## src/rtl/bcd_pkg.sv

```systemverilog
// Shared definitions for the serial packed-BCD adder: FSM states and digit constants.
package bcd_pkg;
  localparam int DIGIT_W = 4;
  localparam logic [DIGIT_W-1:0] BCD_MAX  = 4'd9;
  localparam logic [DIGIT_W-1:0] BCD_CORR = 4'd6;

  typedef enum logic [1:0] {
    IDLE = 2'd0,
    ADD  = 2'd1,
    DONE = 2'd2
  } state_t;
endpackage

```

## src/rtl/bcd_digit_add.sv

```systemverilog
// Combinational single-digit BCD adder with decimal correction and non-BCD input flag.
module bcd_digit_add
  import bcd_pkg::*;
(
  input  logic [3:0] a,
  input  logic [3:0] b,
  input  logic       cin,
  output logic [3:0] s,
  output logic       cout,
  output logic       inv
);

  logic [4:0] z;

  always_comb begin
    z    = {1'b0, a} + {1'b0, b} + {4'b0000, cin};
    cout = (z > {1'b0, BCD_MAX});
    // Correction wraps modulo 16, which also keeps non-BCD inputs deterministic.
    s    = cout ? (z[3:0] + BCD_CORR) : z[3:0];
    inv  = (a > BCD_MAX) | (b > BCD_MAX);
  end

endmodule

```

## src/rtl/bcd_serial_add_ctrl.sv

```systemverilog
// Sequencer adding two packed-BCD operands one digit per clock, LSD first,
// through a single shared bcd_digit_add.
module bcd_serial_add_ctrl
  import bcd_pkg::*;
#(
  parameter int DIGITS = 4
) (
  input  logic                    clk,
  input  logic                    rst,
  input  logic                    start,
  input  logic [4*DIGITS-1:0]     a,
  input  logic [4*DIGITS-1:0]     b,
  output logic                    ready,
  output logic                    busy,
  output logic                    done,
  output logic [4*DIGITS-1:0]     sum,
  output logic                    cout,
  output logic                    err
);

  localparam int W     = DIGIT_W * DIGITS;
  localparam int CNT_W = (DIGITS > 1) ? $clog2(DIGITS) : 1;
  localparam logic [CNT_W-1:0] LAST_IDX = CNT_W'(DIGITS - 1);

  state_t           state_q, state_d;
  logic [W-1:0]     a_sh_q, a_sh_d;
  logic [W-1:0]     b_sh_q, b_sh_d;
  logic [W-1:0]     sum_q, sum_d;
  logic [CNT_W-1:0] cnt_q, cnt_d;
  logic             carry_q, carry_d;
  logic             cout_q, cout_d;
  logic             err_q, err_d;

  logic [3:0]       dig_s;
  logic             dig_c;
  logic             dig_inv;

  bcd_digit_add u_digit (
    .a    (a_sh_q[DIGIT_W-1:0]),
    .b    (b_sh_q[DIGIT_W-1:0]),
    .cin  (carry_q),
    .s    (dig_s),
    .cout (dig_c),
    .inv  (dig_inv)
  );

  always_comb begin
    state_d = state_q;
    a_sh_d  = a_sh_q;
    b_sh_d  = b_sh_q;
    cnt_d   = cnt_q;
    carry_d = carry_q;
    cout_d  = cout_q;
    err_d   = err_q;
    case (state_q)
      IDLE: begin
        if (start) begin
          a_sh_d  = a;
          b_sh_d  = b;
          carry_d = 1'b0;
          cnt_d   = '0;
          err_d   = 1'b0;
          state_d = ADD;
        end
      end
      ADD: begin
        // The current digit always sits in the low nibble of each shift register.
        a_sh_d  = a_sh_q >> DIGIT_W;
        b_sh_d  = b_sh_q >> DIGIT_W;
        carry_d = dig_c;
        err_d   = err_q | dig_inv;
        cnt_d   = cnt_q + CNT_W'(1);
        if (cnt_q == LAST_IDX) begin
          cout_d  = dig_c;
          state_d = DONE;
        end
      end
      DONE:    state_d = IDLE;
      default: state_d = IDLE;
    endcase
  end

  // Each result nibble loads only while its own digit index is being processed.
  generate
    for (genvar gi = 0; gi < DIGITS; gi++) begin : g_sum
      assign sum_d[gi*DIGIT_W +: DIGIT_W] =
        ((state_q == ADD) && (cnt_q == CNT_W'(gi))) ? dig_s
                                                    : sum_q[gi*DIGIT_W +: DIGIT_W];
    end
  endgenerate

  always_ff @(posedge clk or posedge rst) begin
    if (rst) begin
      state_q <= IDLE;
      a_sh_q  <= '0;
      b_sh_q  <= '0;
      sum_q   <= '0;
      cnt_q   <= '0;
      carry_q <= 1'b0;
      cout_q  <= 1'b0;
      err_q   <= 1'b0;
    end else begin
      state_q <= state_d;
      a_sh_q  <= a_sh_d;
      b_sh_q  <= b_sh_d;
      sum_q   <= sum_d;
      cnt_q   <= cnt_d;
      carry_q <= carry_d;
      cout_q  <= cout_d;
      err_q   <= err_d;
    end
  end

  assign ready = (state_q == IDLE);
  assign busy  = (state_q == ADD) || (state_q == DONE);
  assign done  = (state_q == DONE);
  assign sum   = sum_q;
  assign cout  = cout_q;
  assign err   = err_q;

endmodule

```

## config.mk

```make
export PLATFORM = sky130hd
export DESIGN_NAME = bcd_serial_add_ctrl
export DESIGN_NICKNAME = d
export VERILOG_FILES = /design/src/rtl/bcd_pkg.sv /design/src/rtl/bcd_digit_add.sv /design/src/rtl/bcd_serial_add_ctrl.sv
export SDC_FILE = /design/constraint.sdc
export NUM_CORES = 1
export LEC_CHECK = 0
export CAP_MARGIN = 20
export CORE_UTILIZATION = 56
export DETAILED_ROUTE_END_ITERATION = 6
export PLACE_DENSITY_LB_ADDON = 0.1
export SLEW_MARGIN = 5
export SYNTH_ARGS = -nofsm -noshare
export SYNTH_HDL_FRONTEND = slang
export SYNTH_SLANG_ARGS = --single-unit
```

## constraint.sdc

```tcl
create_clock -name clk -period 4.4 [get_ports clk]
set_input_delay 0.44 -clock clk [delete_from_list [all_inputs] [get_ports clk]]
set_output_delay 0.44 -clock clk [all_outputs]
set_load 0.02 [all_outputs]
```

==> results.md <==
- Status: completed
- Syn avg cell area: 9.84 um^2
- GP Congestion: 0.885
- Final-report hold violation count: 0
- Aggregate global routing overflow: 0
- Pwr per Cell Area: 913 nW/um^2
- Final min period: 3.08 ns
- Final setup violating endpoints: 0
- R2r startpoint: a_sh_q[0]
- Hold Startpoint: sum[11]
- Worst VDD drop: 0.323 mV
- Setup ws final: 1.32 ns
- Tcrit/Tclk final: 69.9%
- CP max FO: 10
- Largest net degree at the start of global routing: 56
- Worst-path clk slew: 0.10 ns
- Fin cells: 417
- Initial core utilization: 58.2%
- Share of cells above drive strength 1: 7.20%
- Drt pass-1 iters: 4
- Synth area leader: dfrtp_1
- Final Hold Slack: 0.508 ns
- Port buffer count: 55
- Largest cells by area after synthesis: dfrtp_1, o22ai_1, a21oi_1
- Post-synthesis cell type count: 40
- Vias in the first global route: 2,542
- Met2 wire length: 3650 um
- Critical Path Source Type: flop
- Global-route wire length before repair: 11,800 um
- H-Tree Depth: 2
- Slew HR: 41.8%
- Iteration-0 DRC Markers: 176
- Tightest Pin Transition: 0.871 ns
- Die X-Extent: 75.1 um
- Metal3 WL: 254 um
- Skew final: 0.00821 ns
- Worst-Skew Late Latency: 0.31 ns
- Row count: 26
- Total Wirelength: 6990 um
- Initial antenna violation count: 0
- Top sig layer: met4
- Antenna-violating nets left: 0
- Crit path capture type: flop
- Synth top area share: 46.0%
- N_diodes: 0
- Crit path from: a_sh_q[0]
- Synth warnings: 0
- Netlist Area Pre-Place: 2990 um^2
- Max cap viols: 0
- Synth Instances: 304
- Leakage power: 0.00143 uW
- TritonCTS clock tree: built
- F_max: 325 MHz
- DR vias/cell: 6.12
- Max Root-Sink Buffers: 2
- Syn nets: 352
- Hold Crit Class: reg -> reg
- RSZ-0062 raised after global routing: false
- Io pins: 56
- Place WS: 1.32 ns
- Final setup TNS: 0 ns
- CP required: 4.57 ns
- Post-DP HPWL: 4960 um
- CTS Buf Count: 5
- Post-CTS sizing: 0
- Routed wire per std cell: 16.8 um
- Critical path type: reg -> reg
- Core footprint: 5140 um^2
- Post-synthesis sequential area ratio: 46.0%
- Synthesized flop and latch total: 55
- Post-route DRC: 0
- Root buf cell: clkbuf_8
- Post-CTS setup buffer count: 0
- Die height: 75.1 um
- Placed cell count: 410
- Nets: 395
- Vias: 2,553
- CTS Hold Bufs: 0
- Synthesis-to-finish area growth: 20.7%
- Final Slew Violations: 0
- WP data arrival: 3.25 ns
- Met1 Wirelength: 2990 um
- CTS sink count: 55
- GRT Total Usage: 27.8%
- Die area: 5640 um^2
[flip-flops by register name, summed over array words and instances, names as in the netlist]
signal and cells:
sum 16, err 1, carry_q 1, cout 1, b_sh_q 16, cnt_q 2
a_sh_q 16, state_q 2
[Yosys cell counts (all sizes together)]
| cell | count |
|---|---|
| a211oi | 3 |
| and3 | 1 |
| ha | 11 |
| mux2 | 4 |
| a21oi | 39 |
| nor2 | 18 |
| a21boi | 1 |
| o21ai | 15 |
| buf | 11 |
| a31oi | 4 |
| a22o | 3 |
| inv | 8 |
| nor3b | 1 |
| nand2b | 3 |
| and2 | 1 |
| fa | 2 |
| dfrtp | 55 |
| a22oi | 13 |
| clkbuf | 11 |
| a41oi | 1 |
| a21o | 1 |
| nand3 | 11 |
| or3 | 1 |
| or4 | 4 |
| mux2i | 1 |
| nand2 | 19 |
| o211ai | 12 |
| o22ai | 46 |
| xnor2 | 1 |
| nor2b | 3 |
[final timing paths]
path | to | slack, ns | cells past startpoint
min reg2reg | sum[11] | 0.51 | 2
min | sum[11] | 0.51 | 2
max reg2reg | sum[14] | 1.32 | 8
min in group asynchronous | sum[13] | 0.64 | 3
max | sum[14] | 1.32 | 8
max in group asynchronous | b_sh_q[7] | 3.31 | 3
[through the flow]
step                utilization [%]  instance area [um^2]  power [uW]
floorplan                         -                  2990        2550
global placement               68.6                  3520        2960
detailed placement             68.6                  3520        3020
CTS                            70.3                  3610        3300
global route                   70.3                  3610        3580
finish                         70.3                  3610        3300
[cell families (layout without fill, tap and decap cells)]
family | after synthesis | in the layout | share of synthesized area (%)
buf+inv | 30 | 73 | 5.31
xor+xnor | 1 | 1 | 0.920
mux | 5 | 5 | 1.84
flops | 55 | 55 | 46.0
fa+ha+maj | 13 | 13 | 5.94
simple gates | 62 | 62 | 10.7
compound gates | 138 | 138 | 29.3
[layout make-up]
| cell class | instances | area [um^2] |
|---|---|---|
| multi-input cells | 219 | 1460 |
| clock inverters | 1 | 5.00 |
| inverters | 8 | 30.0 |
| fillers | 445 | 1530 |
| repair buffers | 58 | 573 |
| clock buffers | 6 | 82.6 |
| well taps | 70 | 87.6 |
| flip-flops and latches | 55 | 1380 |
[critical path: stages (launching register included)]
cell and delay (ns):
dfrtp_1 0.42, fa_1 0.53, fa_1 0.53, xnor2_4 0.23, ha_1 0.44, nor2b_4 0.08
and3_4 0.23, o21ai_0 0.35, a31oi_1 0.14
[power breakdown]
group | switching [uW] | internal, uW
Clock | 157 | 124
Combinational | 1240 | 837
Sequential | 189 | 747
[cells in the final DEF, fill, tap and decap left out, types with 3 or more instances in the layout]
cell type / n
dfrtp_1: 55
a22oi_1: 13
inv_1: 7
mux2_2: 4
a21oi_1: 38
nand3_1: 10
clkbuf_8: 6
clkdlybuf4s50_1: 55
nand2b_1: 3
o211ai_1: 10
or4_1: 4
buf_4: 3
nand2_1: 18
a22o_1: 3
o22ai_1: 46
a31oi_1: 4
nor2_1: 18
o21ai_0: 15
ha_1: 11
[metal layers]
metal  vias to the layer above  global-route usage [%]
met4                         0                    9.01
met2                        77                    48.9
met5                         -                       0
li1                       1242                       -
met3                        10                    4.69
met1                      1224                    34.8
(Power assumes the default switching activity.)
